<file path="config.mk">
export PLATFORM = sky130hd
export DESIGN_NAME = aes_axis_cmd_framer
export DESIGN_NICKNAME = d
export VERILOG_FILES = /design/src/rtl/aes_axis_cmd_framer.sv
export SDC_FILE = /design/constraint.sdc
export NUM_CORES = 1
export LEC_CHECK = 0
export CORE_ASPECT_RATIO = 1.1
export CORE_MARGIN = 5
export CORE_UTILIZATION = 37
export CTS_BUF_LIST = sky130_fd_sc_hd__clkbuf_16
export CTS_CLUSTER_DIAMETER = 50
export DETAILED_ROUTE_END_ITERATION = 16
export GPL_ROUTABILITY_DRIVEN = 0
export SLEW_MARGIN = 20
export SYNTH_ARGS = -nofsm -noshare
export SYNTH_HDL_FRONTEND = slang
export SYNTH_SLANG_ARGS = --single-unit
</file>
<file path="constraint.sdc">
create_clock -name s00_axis_aclk -period 4.85 [get_ports s00_axis_aclk]
set_clock_uncertainty 0.2 [all_clocks]
set_input_delay 0.485 -clock s00_axis_aclk [delete_from_list [all_inputs] [get_ports s00_axis_aclk]]
set_output_delay 0.485 -clock s00_axis_aclk [all_outputs]
set_load 0.005 [all_outputs]
</file>
<file path="src/rtl/aes_axis_cmd_framer.sv">
// Frames a raw payload packet as cmd / key / IV / payload chunks for the AES AXI-Stream core.
// Optional build macro AES_FRAMER_PAD_EN: zero-pad unaligned packets to a 4-word boundary.
module aes_axis_cmd_framer #(
  parameter int C_AXIS_TDATA_WIDTH = 32,
  parameter int KEY_WORDS          = 4,
  parameter int IV_WORDS           = 4,
  parameter int MAX_PAYLOAD_WORDS  = 2048
) (
  input  logic                            s00_axis_aclk,
  input  logic                            s00_axis_aresetn,
  input  logic [31:0]                     cfg_cmd,
  input  logic [32*KEY_WORDS-1:0]         cfg_key,
  input  logic [32*IV_WORDS-1:0]          cfg_iv,
  input  logic                            cfg_key_new,
  input  logic                            cfg_iv_en,
  input  logic                            s00_axis_tvalid,
  output logic                            s00_axis_tready,
  input  logic [C_AXIS_TDATA_WIDTH-1:0]   s00_axis_tdata,
  input  logic                            s00_axis_tlast,
  output logic                            m00_axis_tvalid,
  input  logic                            m00_axis_tready,
  output logic [C_AXIS_TDATA_WIDTH-1:0]   m00_axis_tdata,
  output logic [C_AXIS_TDATA_WIDTH/8-1:0] m00_axis_tstrb,
  output logic                            m00_axis_tlast,
  output logic                            busy,
  output logic                            err_unaligned
);

  localparam int KW = 32 * KEY_WORDS;
  localparam int IW = 32 * IV_WORDS;
  localparam int PW = $clog2(MAX_PAYLOAD_WORDS) + 1;
  localparam int WW = $clog2((KEY_WORDS > IV_WORDS) ? KEY_WORDS : IV_WORDS) + 1;

`ifdef AES_FRAMER_PAD_EN
  typedef enum logic [2:0] {IDLE, CMD, KEY, IV, PAYLOAD, PAD} state_t;
`else
  typedef enum logic [2:0] {IDLE, CMD, KEY, IV, PAYLOAD} state_t;
`endif

  state_t          state, state_nxt;
  logic [31:0]     cmd_q;
  logic [KW-1:0]   key_sr;
  logic [IW-1:0]   iv_sr;
  logic            iv_en_q, key_pending;
  logic [WW-1:0]   wcnt, wcnt_nxt;
  logic [PW-1:0]   pcnt, pcnt_nxt, pinc;
  logic            err_q, err_nxt;
  logic            latch, key_rot, iv_rot, kp_clr;

  assign pinc           = pcnt + 1'b1;
  assign busy           = (state != IDLE);
  assign err_unaligned  = err_q;
  assign m00_axis_tstrb = '1;

  always_ff @(posedge s00_axis_aclk or negedge s00_axis_aresetn) begin
    if (!s00_axis_aresetn) state <= IDLE;
    else                   state <= state_nxt;
  end

  // Key and IV are rotated rather than shifted so a full pass restores the
  // original order; the IV is resent from the same register in every chunk.
  always_ff @(posedge s00_axis_aclk or negedge s00_axis_aresetn) begin
    if (!s00_axis_aresetn) begin
      cmd_q       <= '0;
      key_sr      <= '0;
      iv_sr       <= '0;
      iv_en_q     <= 1'b0;
      key_pending <= 1'b0;
      wcnt        <= '0;
      pcnt        <= '0;
      err_q       <= 1'b0;
    end else begin
      wcnt  <= wcnt_nxt;
      pcnt  <= pcnt_nxt;
      err_q <= err_nxt;
      if (latch) begin
        cmd_q       <= cfg_cmd;
        key_sr      <= cfg_key;
        iv_sr       <= cfg_iv;
        iv_en_q     <= cfg_iv_en;
        key_pending <= cfg_key_new;
      end else begin
        if (kp_clr)  key_pending <= 1'b0;
        if (key_rot) key_sr <= {key_sr[KW-33:0], key_sr[KW-1 -: 32]};
        if (iv_rot)  iv_sr  <= {iv_sr[IW-33:0], iv_sr[IW-1 -: 32]};
      end
    end
  end

  always_comb begin
    state_nxt       = state;
    s00_axis_tready = 1'b0;
    m00_axis_tvalid = 1'b0;
    m00_axis_tdata  = '0;
    m00_axis_tlast  = 1'b0;
    wcnt_nxt        = wcnt;
    pcnt_nxt        = pcnt;
    err_nxt         = 1'b0;
    latch           = 1'b0;
    key_rot         = 1'b0;
    iv_rot          = 1'b0;
    kp_clr          = 1'b0;
    unique case (state)
      IDLE: begin
        if (s00_axis_tvalid) begin
          latch     = 1'b1;
          state_nxt = CMD;
        end
      end
      CMD: begin
        m00_axis_tvalid = 1'b1;
        m00_axis_tdata  = cmd_q;
        pcnt_nxt        = '0;
        wcnt_nxt        = '0;
        if (m00_axis_tready) begin
          if (key_pending)  state_nxt = KEY;
          else if (iv_en_q) state_nxt = IV;
          else              state_nxt = PAYLOAD;
        end
      end
      KEY: begin
        m00_axis_tvalid = 1'b1;
        m00_axis_tdata  = key_sr[KW-1 -: 32];
        if (m00_axis_tready) begin
          key_rot = 1'b1;
          if (wcnt == WW'(KEY_WORDS - 1)) begin
            wcnt_nxt  = '0;
            kp_clr    = 1'b1;
            state_nxt = iv_en_q ? IV : PAYLOAD;
          end else begin
            wcnt_nxt = wcnt + 1'b1;
          end
        end
      end
      IV: begin
        m00_axis_tvalid = 1'b1;
        m00_axis_tdata  = iv_sr[IW-1 -: 32];
        if (m00_axis_tready) begin
          iv_rot = 1'b1;
          if (wcnt == WW'(IV_WORDS - 1)) begin
            wcnt_nxt  = '0;
            state_nxt = PAYLOAD;
          end else begin
            wcnt_nxt = wcnt + 1'b1;
          end
        end
      end
      PAYLOAD: begin
        m00_axis_tvalid = s00_axis_tvalid;
        s00_axis_tready = m00_axis_tready;
        m00_axis_tdata  = s00_axis_tdata;
        // tlast is decoded from the presented word so it stays stable while stalled
        if (s00_axis_tlast) begin
          if (pinc[1:0] == 2'b00) begin
            m00_axis_tlast = 1'b1;
            if (s00_axis_tvalid && m00_axis_tready) begin
              pcnt_nxt  = '0;
              state_nxt = IDLE;
            end
          end else begin
`ifdef AES_FRAMER_PAD_EN
            if (s00_axis_tvalid && m00_axis_tready) begin
              err_nxt   = 1'b1;
              pcnt_nxt  = pinc;
              state_nxt = PAD;
            end
`else
            m00_axis_tlast = 1'b1;
            if (s00_axis_tvalid && m00_axis_tready) begin
              err_nxt   = 1'b1;
              pcnt_nxt  = '0;
              state_nxt = IDLE;
            end
`endif
          end
        end else if (pinc == PW'(MAX_PAYLOAD_WORDS)) begin
          m00_axis_tlast = 1'b1;
          if (s00_axis_tvalid && m00_axis_tready) begin
            pcnt_nxt  = '0;
            state_nxt = CMD;
          end
        end else if (s00_axis_tvalid && m00_axis_tready) begin
          pcnt_nxt = pinc;
        end
      end
`ifdef AES_FRAMER_PAD_EN
      PAD: begin
        m00_axis_tvalid = 1'b1;
        m00_axis_tlast  = (pinc[1:0] == 2'b00);
        if (m00_axis_tready) begin
          if (pinc[1:0] == 2'b00) begin
            pcnt_nxt  = '0;
            state_nxt = IDLE;
          end else begin
            pcnt_nxt = pinc;
          end
        end
      end
`endif
      default: state_nxt = IDLE;
    endcase
  end

endmodule

</file>
# Word-level counts from Yosys, hierarchy flattened
# Cells that the tools add are included.
# word_totals
in_bits	327
reg_bits	309
out_inout_bits	41
# classes
reduce_logical	14
mux	45
n_eq_ne	16
add_sub_neg	2
# op_table
operator	n
128-bit two-way mux	4
32-bit case mux with 4 select lines	1
12-bit two-way mux	4
3-bit two-way mux	14
12-bit case mux with 2 select lines	1
1-bit two-way mux	18
3-bit case mux with 5 select lines	1
2-bit != test (second input constant)	7
12-bit by 1-bit adder with 12-bit output (second input constant)	1
12-bit equality test (second input constant)	1
2-bit nonzero test	5
3-bit by 2-bit equality test with 1-bit output (second input constant)	3
8-bit AND reduction	1
3-bit case mux with 2 select lines	1
4-bit != test (second input constant)	1
2-bit AND reduction	2
3-bit by 1-bit adder with 3-bit output (second input constant)	1
3-bit by 1-bit equality test with 1-bit output (second input constant)	1
3-bit equality test (second input constant)	1
3-bit zero test	1
3-bit != test (second input constant)	1
3-bit nonzero test	1
3-bit OR reduction	1
2-bit zero test	1
4 further kinds	4

# Logic depth before layout (Yosys ltp)
# Gate-level depths: netlist (run 1).
# logic_depth
ltp_word	6
mapped_depth	10
mapped_depth_nobuf	6

# Worst setup path before layout (run 1)
# OpenSTA, ideal clock, no wires.
# synth_timing
kind	flip-flop to output port
from	register pcnt[0]
to	output port m00_axis_tlast
arrival_ns	1.496
path_slack_ns	2.669
t_required_ns	4.165
path_buffers	0
path_stages_with_launch	7
cell_sequence	dfrtp_1 > ha_1 > nor4b_1 > a41oi_1 > a211oi_2 > nor2_1 > nor2_1
# synth_between
elab_chain_len	5
# synth_rtl
item	line	text
start, declared	46	logic [PW-1:0] pcnt, pcnt_nxt, pinc;
start signal, assigned	74	pcnt <= pcnt_nxt;
12-bit by 1-bit adder with 12-bit output	50	assign pinc = pcnt + 1'b1;
12-bit equality test	176	end else if (pinc == PW'(MAX_PAYLOAD_WORDS)) begin
1-bit two-way mux	176	
1-bit two-way mux	153	if (s00_axis_tlast) begin
1-bit two-way mux	103	unique case (state)
end, declared	24	output logic m00_axis_tlast,
# No other way between the ends.

# Final worst setup path (run 1)
# layout_timing
from	register state[2]
to	output port m00_axis_tdata[11]
# layout_between
elab_chain_len	2
elab_cells_between_ends	5
classes_between	4 x eq/ne; 1 x mux
# layout_rtl
item	line	text
start, declared	40	state_t state, state_nxt;
start signal, assigned	57	else state <= state_nxt;
3-bit equality test, or another cell as far along	103	
32-bit case mux with 4 select lines *	103	
end, declared	22	output logic [C_AXIS_TDATA_WIDTH-1:0] m00_axis_tdata,
# Every way passes the cells marked *; elsewhere a longest branch is shown, timed or not.

==> results of run 1 <==
## flip-flops by register name, summed over array words and instances, names as in the netlist
signal	cells
iv_sr	128
key_sr	128
cmd_q	32
pcnt	12
state	3
wcnt	3
err_unaligned	1
iv_en_q	1
key_pending	1
## layout make-up
type | count | area share [%]
Sequential cell | 309 | 38.7
Tap cell | 507 | 3.18
Clock inverter | 27 | 1.23
Clock buffer | 41 | 5.14
Multi-Input combinational cell | 1184 | 32.2
Timing Repair Buffer | 380 | 19.3
Antenna cell | 5 | 0.0627
Inverter | 7 | 0.132
## tightest hold or removal path: stages (launching register included)
cell and delay [ns]:
dfrtp_1 0.34, nand2_1 0.05, o21ai_0 0.06
## per-layer routing
layer / wire length [um] / GRT usage (%)
met1: 22500 / 30.2
met2: 20800 / 30.8
met3: 2410 / 4.05
met4: 865 / 5.51
met5: 47 / 0
## metrics by stage
stage / util, % / setup WS (ns)
2_1_floorplan: - / 2.67
6_report: 50.7 / 0.976
3_3_place_gp: 47.4 / 1.50
5_1_grt: 50.7 / 0.816
3_5_place_dp: 47.4 / 1.48
4_1_cts: 50.7 / 0.923
## how the worst max path moves through the flow
stage	from	to	slack [ns]	depth (start not counted)
after detailed placement	state[2]	m00_axis_tdata[11]	1.48	5
after CTS	state[2]	m00_axis_tdata[11]	0.92	5
after global routing	state[2]	m00_axis_tdata[8]	0.82	5
final	state[2]	m00_axis_tdata[11]	0.98	5
after global placement	state[2]	m00_axis_tdata[11]	1.50	5
after floorplan	pcnt[0]	m00_axis_tlast	2.67	6
## report_power, final
group / switching [mW] / internal (mW) / total, mW / leakage [nW]
clock network: 1.13 / 1.75 / 2.87 / 0.633
registers: 0.885 / 3.76 / 4.64 / 3.73
logic: 2.34 / 1.99 / 4.33 / 4.09
## synth_stat cells (all sizes together) (2+ instances only)
library cell | instances | area (sq um)
a221o | 32 | 320
nor3 | 3 | 15.0
mux2 | 2 | 22.5
a31oi | 132 | 826
a41oi | 2 | 17.5
ha | 2 | 25.0
nor4b | 2 | 17.5
nor2 | 139 | 524
mux2i | 128 | 1280
nor4 | 2 | 12.5
buf | 71 | 414
and3 | 5 | 31.3
clkbuf | 63 | 236
o31ai | 2 | 15.0
a21oi | 7 | 46.3
dfrtp | 309 | 7730
nand4b | 3 | 26.3
nand2 | 501 | 1880
nor2b | 2 | 12.5
nand2b | 5 | 31.3
o21ai | 141 | 706
or4 | 3 | 22.5
inv | 7 | 26.3
nand3 | 10 | 50.1
nor3b | 3 | 45.1
and4 | 2 | 17.5
nand4 | 4 | 25.0
a22o | 34 | 298
## cell families (layout without fill, tap and decap cells)
kind of cell / Yosys count / in the layout / share of synthesized area (%)
and+or+nand+nor: 687 / 687 / 18.5
AOI/OAI and AO/OA: 361 / 361 / 15.7
DFF: 309 / 309 / 52.2
buffers and inverters: 141 / 455 / 4.57
muxes: 130 / 130 / 8.81
adders and majority gates: 2 / 2 / 0.169
other: 1 / 9 / 0.0253
==> results by group, run 1 <==
Worst setup path
  • Worst EP required: approximately 4.2 ns
  • Crit path max fanout: 21
  • FF-to-FF setup slack: 1.80 ns
  • Crit path max-delay family: simple AND/OR/NAND/NOR gates
  • Setup crit end kind: output pin
  • Crit path DAT: 3.19 ns
  • Number of cells on the worst reg-to-reg path: 4
  • Startpoint types: register
  • Crit path max-delay cell type: nor3b_4
  • Crit path buffers/inverters: 2
  • Worst-path cell chain: nor3b_4 > buf_4 > a22o_1 > a221o_1 > clkdlybuf4s50_1
  • CP max stage delay: 0.92 ns
  • Critical path class: register to output pin
  • Reg2reg start: state[2]
  • RR Endpoint: pcnt[4]

Timing
  • Number of setup violations in the final report: 0
  • Fmax: 258 MHz
  • Fin Setup TNS: 0 ns
  • RSZ-0062 raised after global routing: false
  • Min Tclk post-route: 3.87 ns
  • Worst Max-Slew Pin Slew: between 1 and 1.5 ns
  • Max-slew violation count: 0
  • Hold slack: 0.275 ns
  • Final hold violation count: 0
  • Worst rel slew slack: 27.9%
  • Final Cycle Share: approximately four fifths

Cells and area
  • Area Growth Syn to Fin: 34.9%
  • Final #Nets: 2251
  • Register area: about 7700 sq um
  • Most common cell after layout, fill and taps aside: nand2_1
  • Highest-count cells in the layout ignoring fill and taps: nand2_1 (501), clkdlybuf4s50_1 (362), dfrtp_1 (309)
  • Post-route cell area: about 20000 sq um
  • Area of the multi-input gates: between 6000 and 7000 sq um
  • Fraction of final layout cells with drive strength greater than 1: 4.47%
  • Post-Layout Cell Count: 2460
  • Fillers: ~3700

Synthesis
  • Sequential cell area fraction in the yosys report: 52.2%
  • Mean Syn Cell Area: 9.08 sq um
  • Ys flop type: dfrtp_1
  • EDFF count, synth: 0
  • Post-Syn Instances: 1631
  • Mapped cell area: 14800 sq um
  • Ys Warns: 0
  • Synth Register Bits: 309
  • Yosys cell types: 50
  • Ys async rst share: between 90% and 100%

Floorplanning
  • Die area: approximately 44000 sq um
  • Die Ht: about 220 um
  • Core area: 39400 sq um
  • Rows: 76
  • # IOs: 368
  • Die Wd: 201 um
  • Initial core utilization: 37.6%

Power
  • Total leakage power: approximately 8.4 nW
  • P per Cell Area: 593 nW/um^2
  • VDD IR max: around 0.4 mV
  • Final Power: 11.8 mW

Route
  • Drt drc: 0
  • First drt pass iteration count: 7
  • DR WL/cell: 18.9 um
  • WL final: 46600 um
  • Antenna viol nets, final: 0
  • Avg Vias per Cell: 5.16
  • Via count: 12700
  • Starting DRT DRC Count: 867

Hold path
  • Hold EP: key_sr[34]
  • Hold Crit Class: register to register
  • Hold Crit Start: key_sr[34]
  • WHS Path Cells: 2

Placed design
  • Port Buf Inserts: between 300 and 400
  • Placed cell areas: 18700 sq um
  • DP Cell Count: about 2400
  • Detail Placement HPWL: 33500 um

Clock network
  • Num CTS Buffers: 40
  • Worst-path clk slew: 0.06 ns
  • CTS tree: built
  • CTS Sinks: 309
  • Hold-fix buffers, CTS: 1
  • Max Root-Sink Buffers: 3
  • CTS resizes: 0
  • H-Tree Depth: 2
  • Postcts setup bufs: 0
  • Clock Latency Late Sink: between 0.5 and 0.6 ns
  • Clk root buf: clkbuf_16

GRT
  • First-pass GRT wire length: 72000 um
  • Total gr overflow: 0
  • Global-route usage over all layers: between 20% and 30%
  • Initial antenna violation count: 6
  • Largest net degree at the start of global routing: just under 200
  • Vias in the first global route: 12200

Run status
  • Outcome: completed

Job
  • Max-Cap Viols: 0
No activity file was read; power rests on OpenSTA's default activity.
==> run 2: changes to the inputs <==
--- a/config.mk
+++ b/config.mk
@@ -12,6 +12,7 @@
 export CTS_CLUSTER_DIAMETER = 50
 export DETAILED_ROUTE_END_ITERATION = 16
 export GPL_ROUTABILITY_DRIVEN = 0
+export PLACE_DENSITY = 0.65
 export SLEW_MARGIN = 20
 export SYNTH_ARGS = -nofsm -noshare
 export SYNTH_HDL_FRONTEND = slang
==> constraint.sdc (replaced) <==
create_clock -name s00_axis_aclk -period 3.2 [get_ports s00_axis_aclk]
set_clock_uncertainty 0.2 [all_clocks]
set_input_delay 0.32 -clock s00_axis_aclk [delete_from_list [all_inputs] [get_ports s00_axis_aclk]]
set_output_delay 0.32 -clock s00_axis_aclk [all_outputs]
set_load 0.005 [all_outputs]
==> run 2 against run 1 <==
Effect of this change:
- die area unchanged
- critical endpoint is now m00_axis_tdata[14]
- first-iteration DRC count up 1.6%
- register-to-register slack worse by 1.1 ns
- wire length down 2.4%
==> results by group, run 2 (synthesis gave the netlist of run 1 again) <==
Worst setup path
  • Crit path buffers/inverters: 3
  • Crit path DAT: 2.58 ns
  • Crit path max fanout: 20
  • Crit path max-delay family: buffers and inverters
  • Worst EP required: around 2.7 ns
  • Critical path class: register to output pin
  • Worst-path cell chain: buf_4 > nor3b_4 > buf_6 > a22o_1 > a221o_1 > clkdlybuf4s50_1
  • CP max stage delay: roughly 0.54 ns
  • Crit path max-delay cell type: clkdlybuf4s50_1
  • Setup crit end kind: output pin
  • Startpoint types: register

Timing
  • Number of setup violations in the final report: 0
  • Fmax: 323 MHz
  • Worst Max-Slew Pin Slew: 0.588 ns
  • Fin Setup TNS: 0 ns
  • Final hold violation count: 0
  • Worst rel slew slack: 60.8%
  • Max-slew violation count: 0
  • Final Cycle Share: 96.8%
  • Fin worst setup slack: just over 0.1 ns
  • RSZ-0062 raised after global routing: false
  • Min Tclk post-route: 3.10 ns

Cells and area
  • Biggest regs: iv_sr: 128 flops, key_sr: 128 flops, cmd_q: 32 flops
  • Core Util, Final: 51.7%
  • Most common cell after layout, fill and taps aside: nand2_1
  • Highest-count cells in the layout ignoring fill and taps: nand2_1 (501), clkdlybuf4s50_1 (361), dfrtp_1 (305)
  • Final #Nets: around 2300
  • Fraction of final layout cells with drive strength greater than 1: between 6 and 7%
  • Area Growth Syn to Fin: 37.6%

Power
  • Switching share of total power: 36.5%
  • P per Cell Area: around 910 nW/um^2
  • Clock share of power: approximately a quarter
  • Total leakage power: slightly below 9 nW
  • Logic pwr share: 36.7%
  • VDD IR max: 0.447 mV
  • Internal: 11.7 mW
  • Sequential fraction of design power: 38.0%
  • P_sw: slightly below 7 mW

Floorplanning
  • Rows: between 70 and 80
  • # IOs: approximately 370
  • Die Ht: 220 um
  • Core area: 39400 sq um
  • Initial core utilization: approximately 38%
  • Die area: 44100 sq um
  • Die Wd: approximately 200 um

Placed design
  • Port Buf Inserts: 363
  • Pre-CTS setup slack: 0.392 ns
  • Detail Placement HPWL: between 30000 and 40000 um

Clock network
  • Clk root buf: clkbuf_16
  • Num CTS Buffers: 41
  • Clock Latency Late Sink: 0.53 ns
  • Worst-path clk slew: 0.06 ns
  • CTS tree: built
  • H-Tree Depth: 2
  • Max Root-Sink Buffers: 3
  • CTS Sinks: 309

GRT
  • Largest net degree at the start of global routing: ~120
  • Global-route usage over all layers: 20.0%
  • Vias in the first global route: 12600
  • First-pass GRT wire length: 70900 um
  • Initial antenna violation count: 7
  • Total gr overflow: 0

Route
  • Drt drc: 0
  • Avg Vias per Cell: 5.17
  • WL final: around 45000 um
  • Antenna viol nets, final: 0
  • First drt pass iteration count: 5
  • DR WL/cell: 18.3 um
  • Starting DRT DRC Count: about 880
  • Via count: 12900

Job
  • Max-Cap Viols: 0

Run status
  • Outcome: completed

Hold path
  • Hold Crit Class: primary input to asynchronous set/reset pin
==> run 2: changes by cell type in the layout (fill, tap and decap cells not counted), moves of 3 or more <==
cell,previous run,this run
dfrtp_2,0,4
buf_12,7,13
clkinv_2,7,2
inv_8,0,3
dfrtp_1,309,305
buf_4,9,23
==> run 2: timing repair <==
item | in CTS | in global routing
resized for setup | 2 | 10
buffers inserted | 1 | 2
hold buffers | 1 | 0
endpoints found under the setup margin | 1 | 9
pin swaps | 1 | 1
gates cloned | 0 | 0
endpoints found under the hold margin | 160 | 0
==> run 2: worst register-to-register path: stages (launching register included) <==
cell and delay [ns]:
dfrtp_1 0.47, buf_4 0.21, nor3b_4 0.22, buf_4 0.23, nand3_1 0.32, or3_1 0.49, o31ai_1 0.25
==> run 2: final cells by class <==
| type | instances | area, sq um |
|---|---|---|
| fillers | 3680 | 19000 |
| clock buffers | 43 | 1080 |
| flip-flops and latches | 309 | 7740 |
| inverters | 7 | 26.3 |
| clock inverters | 30 | 313 |
| repair buffers | 401 | 4100 |
| well taps | 507 | 634 |
| diodes | 6 | 15.0 |
| multi-input cells | 1184 | 6460 |
==> run 2: path summary, 6_finish.rpt <==
kind / start / endpoint / slack, ns / depth (start not counted)
setup / recovery: state[2] / m00_axis_tdata[14] / 0.10 / 6
hold / removal: s00_axis_aresetn / iv_sr[21] / 0.1 / 2
setup reg to reg: state[2] / pcnt[4] / 0.72 / 6
hold reg to reg: key_sr[2] / key_sr[2] / 0.28 / 2
max in group asynchronous: s00_axis_aresetn / cmd_q[15] / 1.82 / 3
min in group s00_axis_aclk: cfg_cmd[12] / cmd_q[12] / 0.12 / 3
==> run 2: metal layers <==
layer  track usage [%]  part of all wire [%]  vias up
met1              29.1                    47     6154
met2              30.3                    45      369
met5                 0                 0.073        -
met3              4.18                   5.8       67
met4              5.71                   2.3        4
li1                  -                     -     6262
==> run 2: metrics by stage <==
step	instance area (sq um)	cells	hold slack [ns]	power (mW)
2_1_floorplan	14800	1634	-0.176	11.2
3_3_place_gp	18900	2404	0.0763	13.6
3_5_place_dp	18900	2404	0.0785	13.9
4_1_cts	20300	2479	0.0933	18.6
5_1_grt	20400	2483	0.107	19.8
6_report	20400	2487	0.0998	18.4
==> run 2: power by group through the flow <==
stage / combinational [mW] / clock (mW) / sequential, mW
3_3_place_gp: 6.60 / 0 / 7.00
6_report: 6.75 / 4.67 / 7.00
3_5_place_dp: 6.80 / 0 / 7.06
5_1_grt: 7.61 / 4.96 / 7.23
4_1_cts: 6.83 / 4.80 / 7.01
2_1_floorplan: 4.74 / 0 / 6.48
==> run 3: changes to the inputs <==
--- a/config.mk
+++ b/config.mk
@@ -13,6 +13,7 @@
 export DETAILED_ROUTE_END_ITERATION = 16
 export GPL_ROUTABILITY_DRIVEN = 0
 export PLACE_DENSITY = 0.65
+export RECOVER_POWER = 50
 export SLEW_MARGIN = 20
 export SYNTH_ARGS = -nofsm -noshare
 export SYNTH_HDL_FRONTEND = slang
==> run 3 against run 2 <==
Effect of this change:
- worst hold slack improved by 0.020 ns
- sequential share of layout area increased by 0.061 points
- final cell count unchanged
- combinational power about the same
- total power decreased by 0.11%
- via count decreased by 0.19%
- maximum frequency about the same
- wire length about the same
- sequential power about the same
- critical endpoint unchanged
- critical path depth unchanged
- non-clock buffer count unchanged
- largest cell class unchanged
==> results by group, run 3 (synthesis gave the netlist of run 1 again) <==
Run status
  • Outcome: completed

Power
  • Logic pwr share: 36.6%
  • Internal: ~12 mW
  • Total leakage power: 8.64 nW
  • VDD IR max: 0.445 mV
  • Sequential fraction of design power: 38.0%
  • Clock share of power: 25.4%
  • P per Cell Area: 905 nW/um^2
  • Switching share of total power: 36.5%
  • Final Power: around 18 mW
  • P_sw: 6.72 mW

Cells and area
  • Register area: 7740 sq um
  • Area of the multi-input gates: 6460 sq um
  • Fillers: 3684
  • Fraction of final layout cells with drive strength greater than 1: 6.03%
  • Area Growth Syn to Fin: 37.3%
  • Final #Nets: between 2000 and 2500
  • Highest-count cells in the layout ignoring fill and taps: nand2_1 (501), clkdlybuf4s50_1 (359), dfrtp_1 (305)
  • Most common cell after layout, fill and taps aside: nand2_1
  • Post-Layout Cell Count: 2487
  • Biggest regs: iv_sr: 128 flops, key_sr: 128 flops, cmd_q: 32 flops

Route
  • Drt drc: 0
  • Via count: 12800
  • First drt pass iteration count: 5
  • DR WL/cell: 18.3 um
  • WL final: 45400 um
  • Avg Vias per Cell: 5.16
  • Starting DRT DRC Count: between 800 and 900
  • Antenna viol nets, final: 0

Timing
  • Fmax: 323 MHz
  • Fin Setup TNS: 0 ns
  • Max-slew violation count: 0
  • RSZ-0062 raised after global routing: false
  • Worst Max-Slew Pin Slew: 1.41 ns
  • Final Cycle Share: 96.7%
  • Min Tclk post-route: 3.09 ns
  • Worst rel slew slack: ~5.9%
  • Number of setup violations in the final report: 0
  • Final hold violation count: 0

Clock network
  • Clk root buf: clkbuf_16
  • CTS Sinks: a little over 300
  • H-Tree Depth: 2
  • Num CTS Buffers: 41
  • Max Root-Sink Buffers: 3
  • Worst-path clk slew: 0.06 ns
  • CTS tree: built
  • Clock Latency Late Sink: 0.53 ns

Worst setup path
  • Crit path max fanout: 20
  • Crit path max-delay family: buffers and inverters
  • CP max stage delay: 0.54 ns
  • Crit path from: state[2]
  • Setup crit end kind: output pin
  • Startpoint types: register
  • Crit path max-delay cell type: clkdlybuf4s50_1
  • Worst-path cell chain: buf_4 > nor3b_4 > buf_6 > a22o_1 > a221o_1 > clkdlybuf4s50_1
  • Critical path depth: 6
  • Worst setup path end: m00_axis_tdata[14]
  • Crit path DAT: 2.57 ns
  • FF-to-FF setup slack: 0.34 ns
  • Reg2reg start: state[1]
  • RR Endpoint: key_sr[124]
  • Worst EP required: around 2.7 ns
  • Critical path class: register to output pin
  • Number of cells on the worst reg-to-reg path: 5
  • Crit path buffers/inverters: 3

Floorplanning
  • Die Wd: 201 um
  • Initial core utilization: a little under two fifths
  • Die Ht: about 220 um
  • # IOs: 368
  • Core area: 39400 sq um
  • Die area: approximately 44000 sq um
  • Rows: 76

GRT
  • Global-route usage over all layers: 20.0%
  • Vias in the first global route: 12600
  • Total gr overflow: 0
  • Largest net degree at the start of global routing: 119
  • Initial antenna violation count: 7
  • First-pass GRT wire length: 70900 um

Placed design
  • Detail Placement HPWL: 33000 um
  • Port Buf Inserts: 363
  • DP Cell Count: 2404

Job
  • Max-Cap Viols: 0

Hold path
  • Hold Crit Class: primary input to register
==> run 3: power groups by stage <==
| stage | registers (mW) | logic [mW] | clock network, mW |
|---|---|---|---|
| after CTS | 7.01 | 6.83 | 4.80 |
| after global routing | 7.22 | 7.60 | 4.96 |
| after floorplan | 6.48 | 4.74 | 0 |
| after detailed placement | 7.06 | 6.80 | 0 |
| final | 7.00 | 6.74 | 4.67 |
| after global placement | 7.00 | 6.60 | 0 |
==> run 3: what timing repair did <==
| action | CTS | global route |
|---|---|---|
| pin swaps | 1 | 1 |
| setup buffers | 1 | 2 |
| hold endpoints to repair | 160 | 0 |
| hold buffers | 1 | 0 |
| setup endpoints to repair | 1 | 9 |
| resized for setup | 2 | 10 |
==> run 3: worst min path at each step <==
stage	startpoint	to	slack, ns	depth (start not counted)
2_1_floorplan	s00_axis_aresetn	cmd_q[0]	-0.18	0
3_3_place_gp	s00_axis_aresetn	iv_sr[53]	0.08	1
3_5_place_dp	s00_axis_aresetn	iv_sr[21]	0.08	1
4_1_cts	cfg_cmd[12]	cmd_q[12]	0.09	3
5_1_grt	cfg_cmd[12]	cmd_q[12]	0.11	3
6_report	cfg_cmd[12]	cmd_q[12]	0.12	3
==> run 3: worst min-delay path: stages <==
cell	delay [ns]
clkdlybuf4s50_1	0.40
nand2_1	0.06
nand2_1	0.04
==> run 3: cell type report <==
class,instances,area share [%]
flip-flops and latches,309,38.1
diodes,6,0.0739
inverters,7,0.129
multi-input cells,1184,31.8
repair buffers,401,20.0
clock buffers,43,5.29
clock inverters,30,1.54
well taps,507,3.12
==> run 3: through the flow <==
| step | setup slack, ns | instance area (sq um) | utilization [%] | hold WS [ns] |
|---|---|---|---|---|
| 6_report | 0.105 | 20300 | 51.6 | 0.120 |
| 2_1_floorplan | 1.09 | 14800 | - | -0.176 |
| 3_3_place_gp | 0.475 | 18900 | 48.0 | 0.0763 |
| 3_5_place_dp | 0.392 | 18900 | 48.0 | 0.0785 |
| 4_1_cts | 0.0195 | 20300 | 51.6 | 0.0933 |
| 5_1_grt | 0.0191 | 20300 | 51.6 | 0.107 |
==> run 3: routing by layer <==
metal | wire [um] | up-vias | global-route usage, %
met5 | 33 | - | 0
met4 | 1040 | 4 | 5.71
met3 | 2690 | 67 | 4.18
met2 | 20500 | 379 | 30.3
li1 | - | 6266 | -
met1 | 21200 | 6115 | 29.1
